<file path="config.mk">
export PLATFORM = sky130hd
export DESIGN_NAME = alu_arbiter
export DESIGN_NICKNAME = d
export VERILOG_FILES = /design/src/rtl/alu_arbiter.sv
export SDC_FILE = /design/constraint.sdc
export NUM_CORES = 1
export LEC_CHECK = 0
export ABC_AREA = 1
export ABC_CLOCK_PERIOD_IN_PS = 3700
export CAP_MARGIN = 20
export CORE_AREA = 2 2 109 111
export DETAILED_ROUTE_END_ITERATION = 8
export DIE_AREA = 0 0 111 113
export DONT_BUFFER_PORTS = 1
export PLACE_DENSITY = 0.65
export SYNTH_ARGS = -nofsm -noshare
export SYNTH_HDL_FRONTEND = slang
export SYNTH_SLANG_ARGS = --single-unit
export TNS_END_PERCENT = 100
</file>
<file path="constraint.sdc">
create_clock -name clk -period 3.7 [get_ports clk]
set_input_delay 0.37 -clock clk [delete_from_list [all_inputs] [get_ports clk]]
set_output_delay 0.37 -clock clk [all_outputs]
set_load 0.005 [all_outputs]
</file>
<file path="src/rtl/alu_arbiter.sv">
// Two-requester front end for one shared combinational ALU.
// A single operation is in flight: it is captured, executed for one cycle, and its response is held until consumed.
module alu_arbiter #(
  parameter int WIDTH = 32
) (
  input  logic             clk,
  input  logic             rst_n,
  input  logic             req0_valid,
  output logic             req0_ready,
  input  logic [WIDTH-1:0] req0_a,
  input  logic [WIDTH-1:0] req0_b,
  input  logic [2:0]       req0_sel,
  input  logic             req1_valid,
  output logic             req1_ready,
  input  logic [WIDTH-1:0] req1_a,
  input  logic [WIDTH-1:0] req1_b,
  input  logic [2:0]       req1_sel,
  output logic [WIDTH-1:0] alu_a,
  output logic [WIDTH-1:0] alu_b,
  output logic [2:0]       alu_sel,
  input  logic [WIDTH-1:0] alu_result,
  input  logic             alu_zero,
  output logic             rsp_valid,
  input  logic             rsp_ready,
  output logic             rsp_id,
  output logic [WIDTH-1:0] rsp_result,
  output logic             rsp_zero,
  output logic             busy,
  output logic [1:0]       dbg_state
);

  // Handshake: a transfer happens on a rising edge where valid and ready are both high.
  // Requesters may drop valid at any time before their transfer without side effects.

  typedef enum logic [1:0] {
    IDLE = 2'd0,
    EXEC = 2'd1,
    RESP = 2'd2
  } state_t;

  state_t           state_q, state_d;
  logic             last_id_q, last_id_d;
  logic [WIDTH-1:0] op_a_q, op_a_d;
  logic [WIDTH-1:0] op_b_q, op_b_d;
  logic [2:0]       op_sel_q, op_sel_d;
  logic             op_id_q, op_id_d;
  logic             rsp_id_q, rsp_id_d;
  logic [WIDTH-1:0] rsp_result_q, rsp_result_d;
  logic             rsp_zero_q, rsp_zero_d;
  logic             grant;

  always_ff @(posedge clk or negedge rst_n) begin
    if (!rst_n) begin
      state_q      <= IDLE;
      last_id_q    <= 1'b1;
      op_a_q       <= '0;
      op_b_q       <= '0;
      op_sel_q     <= 3'b000;
      op_id_q      <= 1'b0;
      rsp_id_q     <= 1'b0;
      rsp_result_q <= '0;
      rsp_zero_q   <= 1'b0;
    end else begin
      state_q      <= state_d;
      last_id_q    <= last_id_d;
      op_a_q       <= op_a_d;
      op_b_q       <= op_b_d;
      op_sel_q     <= op_sel_d;
      op_id_q      <= op_id_d;
      rsp_id_q     <= rsp_id_d;
      rsp_result_q <= rsp_result_d;
      rsp_zero_q   <= rsp_zero_d;
    end
  end

  always_comb begin
    state_d      = state_q;
    last_id_d    = last_id_q;
    op_a_d       = op_a_q;
    op_b_d       = op_b_q;
    op_sel_d     = op_sel_q;
    op_id_d      = op_id_q;
    rsp_id_d     = rsp_id_q;
    rsp_result_d = rsp_result_q;
    rsp_zero_d   = rsp_zero_q;

    // A lone requester wins outright; a tie goes to whoever was not served last.
    if (req0_valid && !req1_valid) begin
      grant = 1'b0;
    end else if (req1_valid && !req0_valid) begin
      grant = 1'b1;
    end else begin
      grant = ~last_id_q;
    end

    req0_ready = (state_q == IDLE) && (grant == 1'b0);
    req1_ready = (state_q == IDLE) && (grant == 1'b1);

    case (state_q)
      IDLE: begin
        if (req0_valid && req0_ready) begin
          op_a_d    = req0_a;
          op_b_d    = req0_b;
          op_sel_d  = req0_sel;
          op_id_d   = 1'b0;
          last_id_d = 1'b0;
          state_d   = EXEC;
        end else if (req1_valid && req1_ready) begin
          op_a_d    = req1_a;
          op_b_d    = req1_b;
          op_sel_d  = req1_sel;
          op_id_d   = 1'b1;
          last_id_d = 1'b1;
          state_d   = EXEC;
        end
      end
      EXEC: begin
        rsp_result_d = alu_result;
        rsp_zero_d   = alu_zero;
        rsp_id_d     = op_id_q;
        state_d      = RESP;
      end
      RESP: begin
        if (rsp_ready) begin
          state_d = IDLE;
        end
      end
      default: begin
        state_d = IDLE;
      end
    endcase
  end

  assign alu_a      = op_a_q;
  assign alu_b      = op_b_q;
  assign alu_sel    = op_sel_q;
  assign rsp_valid  = (state_q == RESP);
  assign rsp_id     = rsp_id_q;
  assign rsp_result = rsp_result_q;
  assign rsp_zero   = rsp_zero_q;
  assign busy       = (state_q != IDLE);
  assign dbg_state  = state_q;

endmodule

</file>
==> Flow_metrics.wiki <==
{| class="wikitable"
! Metric !! Value
|-
| Cell family with the largest share of critical-path delay || simple AND/OR/NAND/NOR gates
|-
| Worst ir drop on vdd || about 510 µV
|-
| Final WL || between 10000 and 15000 µm
|-
| Share of layout cells above drive strength 1 || 0.0948
|-
| Status || finished clean
|-
| Share of the core filled with cells in the final layout || 0.508
|-
| Cell chosen for the clock root || clkbuf_16
|-
| Total negative slack for setup checks || 0 ns
|-
| Area share of the largest cell type after synthesis || 0.486
|-
| Reg2Reg Depth || 6
|-
| Final RePlAce weighted congestion || between 0.8 and 0.9
|-
| Maximum number of pins on one net before global-route repair || 106
|-
| Hold Path Class || in2reg
|-
| First-pass GRT wire length || about 23000 µm
|-
| Wirelength per Cell || around 17 µm
|-
| Largest driver fanout on the critical path || 37
|-
| Multiplexer area fraction after synthesis || 0.0694
|-
| Final Cycle Share || 0.704
|-
| Buffers from clock root to sink, at most || 2
|-
| Post-synthesis cell area || about 5400 µm²
|-
| Leakage dissipation || between 3 and 4 nW
|-
| Total track usage || 0.225
|-
| Post-synth ARST share || 1.00
|-
| Post-synth EDFFs || 0
|-
| Primary FF master, synth || dfrtp_1
|-
| Critical path endpoint category || output port
|-
| Final instance area || between 5000 and 6000 µm²
|-
| Total power draw || roughly 4.8 mW
|-
| Class of the most critical setup path || reg2out
|-
| Clock edge transition at the registers on the reported setup and hold paths || 0.07 ns
|-
| Worst path max stage delay || just over 0.7 ns
|-
| IO Pins || 279
|-
| Area growth from synthesis to layout || 7.08%
|-
| Setup repair after global routing missed its margin || no
|-
| Worst path slowest cell || nor2_4
|-
| Core Box Area || around 11000 µm²
|-
| Insertion delay to the later sink of the worst-skew pair || about 0.34 ns
|-
| Count of final hold-check violations || 0
|-
| Horizontal die dimension || approximately 110 µm
|-
| Via count of the first global-routing pass || ~4.4k
|-
| Vias after detailed routing || between 4k and 5k
|-
| Half-perimeter wire length after detailed placement || between 9000 and 10000 µm
|-
| Filler cell count || around 1.0k
|-
| Worst slew margin relative to its limit || 0.382
|-
| Count of buffering cells on the critical path with inverters included || 1
|-
| Req. time, crit path || 3.33 ns
|-
| Grt ovf || 0
|-
| Port-buffer cells || 0
|-
| Number of nets in the final layout || between 800 and 900
|-
| Largest family of logic cells by synthesized area || simple AND/OR/NAND/NOR gates
|-
| Number of vias per cell || between 5 and 6
|-
| Combined area of the multi-input logic cells || ~2000 µm²
|-
| Stages on worst setup path || 3
|-
| Xor and xnor fraction of the mapped netlist area || 0
|-
| Leading cell types by total area after synthesis || dfrtp_1 (49%), nand2_1 (15%), inv_1 (9.7%)
|-
| Total placed instance area || about 5400 µm²
|-
| Destination of the critical timing path || req0_ready
|-
| Post-Synthesis Cells || roughly 680
|-
| Synth Area in Compound Gates || 0.00842
|-
| Number of buffers added for setup after CTS || 0
|-
| Origin of the worst setup path || dbg_state[0]
|-
| Number of levels in the clock H-tree || 3
|-
| Total Die Area || between 10000 and 15000 µm²
|-
| Register area || 2630 µm²
|-
| Cell Chain, Critical Path || nor2_4 -> buf_4 -> and2_1
|-
| Worst Skew || around 0.011 ns
|-
| Unique masters post-synth || 19
|-
| Crit path DAT || 2.23 ns
|-
| Average cell area after synthesis || 7.92 µm²
|-
| Yosys warning count || 0
|-
| Initial antenna violation count || 0
|-
| Fraction of the mapped netlist area in simple logic gates || 0.292
|-
| Cell Pwr Density || 845 nW/µm²
|-
| Reg-to-reg endpoint || alu_b[6]
|-
| Y dimension of the die || ~110 µm
|-
| Number of antenna cells inserted || 0
|-
| Largest area contributor in the netlist || dfrtp_1
|-
| Tmin final || 2.60 ns
|-
| Transition at the pin with the smallest max-transition slack || about 0.93 ns
|-
| Synth Area in Adders || 0
|-
| Max capacitance violation total || 0
|-
| Final count of pins violating max slew || 0
|-
| Number of nets with antenna violations after routing || 0
|-
| DR iter-0 viols || 284
|-
| Synth Net Count || 848
|-
| Achievable frequency || approximately 380 MHz
|-
| Total clock buffers created by CTS || 9
|-
| Synth Register Bits || ~110
|-
| Reg2Reg Launch Point || dbg_state[0]
|-
| Portion of the post-synthesis area used by sequential elements || 0.491
|-
| FP Rows || 39
|-
| TritonRoute pass-1 iters || 4
|-
| Clk sink count || about 110
|-
| Worst reg-to-reg setup slack || approximately 1.3 ns
|-
| Initial Utilization || 0.475
|-
| CTS tree || done
|-
| Crit start category || register
|-
| Final setup viols || 0
|-
| Total DRC errors in the routed layout || 0
|}
## cell type report
| type | instances | area share |
|---|---|---|
| multi-input cells | 385 | 0.349 |
| well taps | 143 | 0.0312 |
| repair buffers | 8 | 0.0188 |
| clock buffers | 11 | 0.0424 |
| clock inverters | 5 | 0.00808 |
| flip-flops and latches | 105 | 0.459 |
| inverters | 140 | 0.0917 |
## through the flow
step	instances	worst slack [ns]	hold slack, ns
after detailed placement	779	1.28	0.0768
after floorplan	676	2.10	0.0744
after global placement	779	1.32	0.0774
after CTS	797	1.05	0.137
after global routing	797	0.904	0.143
final	797	1.10	0.149
## repair_timing
action,4_1_cts,5_1_grt
resized for setup,0,0
endpoints found under the hold margin,105,0
hold buffers,2,0
endpoints found under the setup margin,0,0
## synthesized netlist by cell type, types with 2 or more instances
cell type  number
buf_1           3
dfrtp_1       104
nand2_1       207
buf_4           6
inv_1         138
nand3_1        67
mux2_2         33
nor2_1          3
o21ai_0         3
clkbuf_1       17
inv_2           2
buf_2          20
nand4_1        67
## power by group
| part | total [mW] | internal [mW] | switching, mW |
|---|---|---|---|
| combinational | 1.66 | 0.633 | 1.03 |
| clock | 0.925 | 0.488 | 0.437 |
| sequential | 2.26 | 1.75 | 0.510 |
## worst reg2reg max path: stages, from the launching register on
cell and delay [ns]:
dfrtp_1 0.45, nor2_4 0.71, o211ai_4 0.47, buf_4 0.41
nand2_1 0.16, nand3_1 0.08, nand2_1 0.07
## cell families after synthesis
| family | count (synthesis) |
|---|---|
| simple gates | 346 |
| buf+inv | 186 |
| flops | 105 |
| mux | 33 |
| compound gates | 6 |
## layer usage
layer  up-vias  track usage  wire length (µm)
met5         -            0                 0
li1       2046            -                 -
met1      2054        0.269              5490
met2       233        0.389              6990
met4         0       0.0783               204
met3        18       0.0664              1100
## registers in the layout (all words and copies together) (netlist names)
| name | count |
|---|---|
| alu_sel | 3 |
| alu_a | 32 |
| rsp_result | 32 |
| alu_b | 32 |
| dbg_state | 2 |
| last_id_q | 1 |
| op_id_q | 1 |
| rsp_id | 1 |
| rsp_zero | 1 |
## worst min path at each step
| stage | endpoint | depth (start not counted) | from |
|---|---|---|---|
| finish | dbg_state[1] | 1 | rsp_ready |
| floorplan | alu_a[0] | 0 | rst_n |
| global route | dbg_state[1] | 1 | rsp_ready |
| CTS | dbg_state[1] | 1 | rsp_ready |
| detailed placement | alu_b[0] | 0 | rst_n |
| global placement | alu_b[0] | 0 | rst_n |
## placed cells by master (no fill, tap or decap), types with 3 or more instances in the layout
master,n
mux2_2,33
inv_1,138
o21ai_0,3
dfrtp_1,104
nor2_1,3
nand3_1,67
clkbuf_16,9
nand4_1,67
buf_4,4
nand2_1,207
(Power assumes the default switching activity.)
==> RTL edit 1: new RTL, same settings <==
The parameter `WIDTH` goes from 32 to 16.
--- a/src/rtl/alu_arbiter.sv
+++ b/src/rtl/alu_arbiter.sv
@@ -2,5 +2,5 @@
 // A single operation is in flight: it is captured, executed for one cycle, and its response is held until consumed.
 module alu_arbiter #(
-  parameter int WIDTH = 32
+  parameter int WIDTH = 16
 ) (
   input  logic             clk,
Interface: changed (8 resized); port bits go from 279 to 151. The function was not compared with the original's and may differ.
==> RTL edit 1 against the unedited design <==
  * Sequential cell count is 48 lower
  * Setup slack better by 0.24 ns
  * Area after synthesis fell by 44%
  * Via count decreased by 45%
  * Synthesized cell count shrank 46%
  * Clock skew fell by 0.0053 ns
  * Cell count shrank 37%
  * Die area unchanged
  * Global-route usage shrank 10 points
  * Final area is 41% lower
  * Power is 39% lower
  * Wire length fell by 46%
  * Critical endpoint unchanged
==> RTL edit 1: results (changes against the unedited design) <==
| Metric | Value |
|---|---|
| Avg Inst Size Synth | 8.21 µm² (+3.8%) |
| Mux cell area share after synthesis | 6.39% (-0.56 points) |
| CP arrival | 2.00 ns (-0.23 ns) |
| Multi-input combinational area share | 32.9% (-2.0 points) |
| Clock Latency Late Sink | 0.32 ns (-0.02 ns) |
| Clock buffer depth | 2 (unchanged) |
| Synth top cells by count | nand2_1 (110), inv_1 (76), dfrtp_1 (56), nand3_1 (35), nand4_1 (35) |
| P_leak | 1.81 nW (-43%) |
| Share of synthesized cell area in full adder, half adder and majority cells | 0% (unchanged) |
| Fraction of area in registers | 42.4% (-3.5 points) |
| Layout Nets | 450 (-45%) |
| Via/cell ratio | 4.70 (-14%) |
| ClkCell Share | 9.25% (+4.2 points) |
| FF+latch count | 57 (-46%) |
| Layout Cells excl Fill | 506 (-37%) |
| Fill cells | 1189 (+15%) |
| Clk pwr share | 28.5% (+9.4 points) |
| Sw Share | 37.4% (-3.4 points) |
| Distinct cells, synth | 20 (+1) |
| Vias in the first global route | 2451 (-45%) |
| DP HPWL | 5210 µm (-45%) |
| Nonclk inv count | 77 (-45%) |
| Worst Hold Depth | 1 (unchanged) |
| Tightest Pin Transition | 0.944 ns (+0.0182 ns) |
| Hold Path Sink | dbg_state[1] |
| First-pass GRT wire length | 12200 µm (-46%) |
| Clkbuf count | 14 (+3) |
| CTS Buf Count | 9 (unchanged) |
| N_diodes | 0 (unchanged) |
| DP Worst Slack | 1.53 ns (+0.250 ns) |
| Reg2reg end | alu_b[7] |
| Placed Cells | 488 (-37%) |
| DR pass1 iterations | 5 (+1) |
| Max IR drop VDD | 0.000273 V (-46%) |
| Hold slack | 0.166 ns (+0.0167 ns) |
| Clk pin slew, worst setup/hold paths | 0.05 ns (-0.02 ns) |
| Total track usage | 12.2% (-10 points) |
| Buffering overhead | 1.56% (-0.32 points) |
| Comb group | 0.904 mW (-46%) |
| Clk_skew | 0.00571 ns (-0.00527 ns) |
| Pin count of the biggest net entering global routing | 58 (-45%) |
| RePlAce Congestion | 0.741 (-15%) |
| Non-clock buffer count | 4 (-4) |
| Register area share after synthesis | 47.6% (-1.5 points) |
| Syn_nets | 457 (-46%) |
| Layout cells sized above 1 | 11.6% (+2.1 points) |
| CP startpoint | last_id_q |
| Worst Setup Slack, final | 1.33 ns (+0.237 ns) |
| Initial DRC count | 158 (-44%) |
| Status | complete, no violations |
| Synth Area in Compound Gates | 2.05% (+1.2 points) |
-- RTL edit 1: cell types whose count changed in the layout (fill, tap and decap cells not counted), moves of 2 or more --
cell      delta
nand2_1     -97
buf_4        -2
inv_1       -62
buf_12       -2
inv_8        -2
dfrtp_1     -48
nand4_1     -32
clkbuf_8     +2
nand3_1     -32
mux2_2      -16
-- RTL edit 1: worst max-delay path, stage by stage, from the launching register on --
cell     delay [ns]
dfstp_2        0.60
nand2_2        0.08
a21oi_4        0.75
inv_1          0.09
nor2_1         0.15
-- RTL edit 1: routing by layer --
layer	global-route usage (%)	part of all wire, %
met1	13.6	40
met2	20.9	50
met3	4.87	8.4
met4	5.25	1.7
met5	0	0
-- RTL edit 1: repair_timing --
item | 4_1_cts | 5_1_grt
hold endpoints to repair | 57 | 0
buffers inserted | 0 | 0
hold buffers | 2 | 0
==> RTL edit 2: new RTL, config.mk and constraints unchanged <==
Made on the original files. `rsp_result_q` no longer has a reset.
--- a/src/rtl/alu_arbiter.sv
+++ b/src/rtl/alu_arbiter.sv
@@ -59,5 +59,4 @@
       op_id_q      <= 1'b0;
       rsp_id_q     <= 1'b0;
-      rsp_result_q <= '0;
       rsp_zero_q   <= 1'b0;
     end else begin
@@ -69,7 +68,10 @@
       op_id_q      <= op_id_d;
       rsp_id_q     <= rsp_id_d;
-      rsp_result_q <= rsp_result_d;
       rsp_zero_q   <= rsp_zero_d;
     end
+  end
+
+  always_ff @(posedge clk) begin
+    rsp_result_q <= rsp_result_d;
   end
 
Formal check against the unedited RTL: differs if rst_n is asserted again (counterexample within 4 cycles, from zero or initial values and one cycle with rst_n low); with rst_n held inactive, the same outputs for 4 cycles.
==> RTL edit 2 against the unedited design <==
  * Area after synthesis shrank 4.0%
  * Non-clock buffer count grew 3
  * Maximum frequency grew 1.6%
  * Combinational power shrank 16%
  * Sequential cell count is the same
  * Final area shrank 2.9%
  * Setup slack gained 0.040 ns
  * Power shrank 6.1%
  * Wire length shrank 1.8%
  * Register-to-register slack gained 0.20 ns
==> RTL edit 2: results (changes against the unedited design) <==
| Metric | Value |
|---|---|
| Status | complete, no violations |
| DR pass1 iterations | 5 (+1) |
| Area contributors post-synth | dfrtp_1 (35%), edfxtp_1 (19%), nand2_1 (15%), inv_1 (10%), nand4_1 (8.2%) |
| Layout cells sized above 1 | 5.25% (-4.2 points) |
| P_leak | 3.03 nW (-5.1%) |
| Layout Cells excl Fill | 771 (-3.3%) |
| Top delay family on crit path | buffers and inverters |
| Slowest CP cell | buf_4 |
| Via/cell ratio | 5.46 (about the same) |
| Clk_skew | 0.00881 ns (-0.00217 ns) |
| Crit path to | req1_ready |
| Layout Nets | 795 (-3.2%) |
| Post-synth EDFFs | 32 (+32) |
| Routed met2 length | 6830 µm (-2.3%) |
| Max IR drop VDD | 0.000453 V (-11%) |
| Syn_nets | 816 (-3.8%) |
| Distinct cells, synth | 20 (+1) |
| Register area share after synthesis | 54.3% (+5.1 points) |
| Total track usage | 21.4% (-1.1 points) |
| Metal3 WL | 1110 µm (+1.0%) |
| DP HPWL | 9310 µm (-1.3%) |
| Final wirelength | 13500 µm (-1.8%) |
| DP Worst Slack | 1.50 ns (+0.221 ns) |
| Fill cells | 1077 (+4.1%) |
| Post-CTS sizing | 0 (unchanged) |
| CP max stage delay | 0.58 ns (-0.13 ns) |
| First-pass GRT wire length | 21400 µm (-5.2%) |
| Tightest Pin Transition | 0.874 ns (-0.0517 ns) |
| Pin count of the biggest net entering global routing | 74 (-30%) |
| Reg2reg end | alu_a[19] |
| Syn Inst Count | 644 (-4.7%) |
| Fin area | 5570 µm² (-2.9%) |
| Initial DRC count | 293 (+3.2%) |
| Synth top cells by count | nand2_1 (210), inv_1 (140), dfrtp_1 (72), nand3_1 (67), nand4_1 (67) |
| Period Utilization, post-route | 69.3% (-1.1 points) |
| Crit-path max FO | 56 (+51%) |
| Placed Cells | 753 (-3.3%) |
| CP arrival | 2.19 ns (-0.04 ns) |
| Vias in the first global route | 4176 (-5.7%) |
[RTL edit 2: cell types whose count changed after synthesis, moves of 3 or more]
cell | before | now
mux2_2 | 33 | 0
buf_2 | 20 | 16
dfrtp_1 | 104 | 72
clkbuf_1 | 17 | 20
edfxtp_1 | 0 | 32
nand2_1 | 207 | 210
[RTL edit 2: worst min-delay path by stage]
stage	start	endpoint	slack, ns	depth (start not counted)
after floorplan	rst_n	alu_a[0]	0.07	0
after global placement	rst_n	alu_a[6]	0.08	0
after detailed placement	rst_n	alu_a[6]	0.08	0
after CTS	alu_result[27]	rsp_result[27]	0.1	0
after global routing	alu_result[27]	rsp_result[27]	0.08	0
final	alu_result[27]	rsp_result[27]	0.11	0
[RTL edit 2: metal layers]
| layer | track usage (%) | vias up |
|---|---|---|
| met1 | 24.5 | 1995 |
| met4 | 8.33 | 0 |
| met5 | 0 | - |
| li1 | - | 1959 |
| met3 | 7.07 | 26 |
| met2 | 37.2 | 230 |
[RTL edit 2: power by group]
group	total, mW	switching [mW]	internal [mW]
Sequential	2.17	0.423	1.75
Combinational	1.40	0.982	0.420
Clock	0.976	0.486	0.490
Total	4.55	1.89	2.66
[RTL edit 2: cell families after synthesis]
family / count (synthesis) / synth area share (%)
AO/OA/AOI/OAI: 6 / 0.876
AND/OR/NAND/NOR: 349 / 30.6
buffers and inverters: 184 / 14.3
flip-flops: 105 / 54.3
[RTL edit 2: cell type report]
class | count | area share (%)
Clock inverter | 7 | 1.51
Inverter | 141 | 9.51
Timing Repair Buffer | 11 | 2.11
Sequential cell | 105 | 50.1
Clock buffer | 9 | 4.05
Multi-Input combinational cell | 355 | 29.5
Tap cell | 143 | 3.21
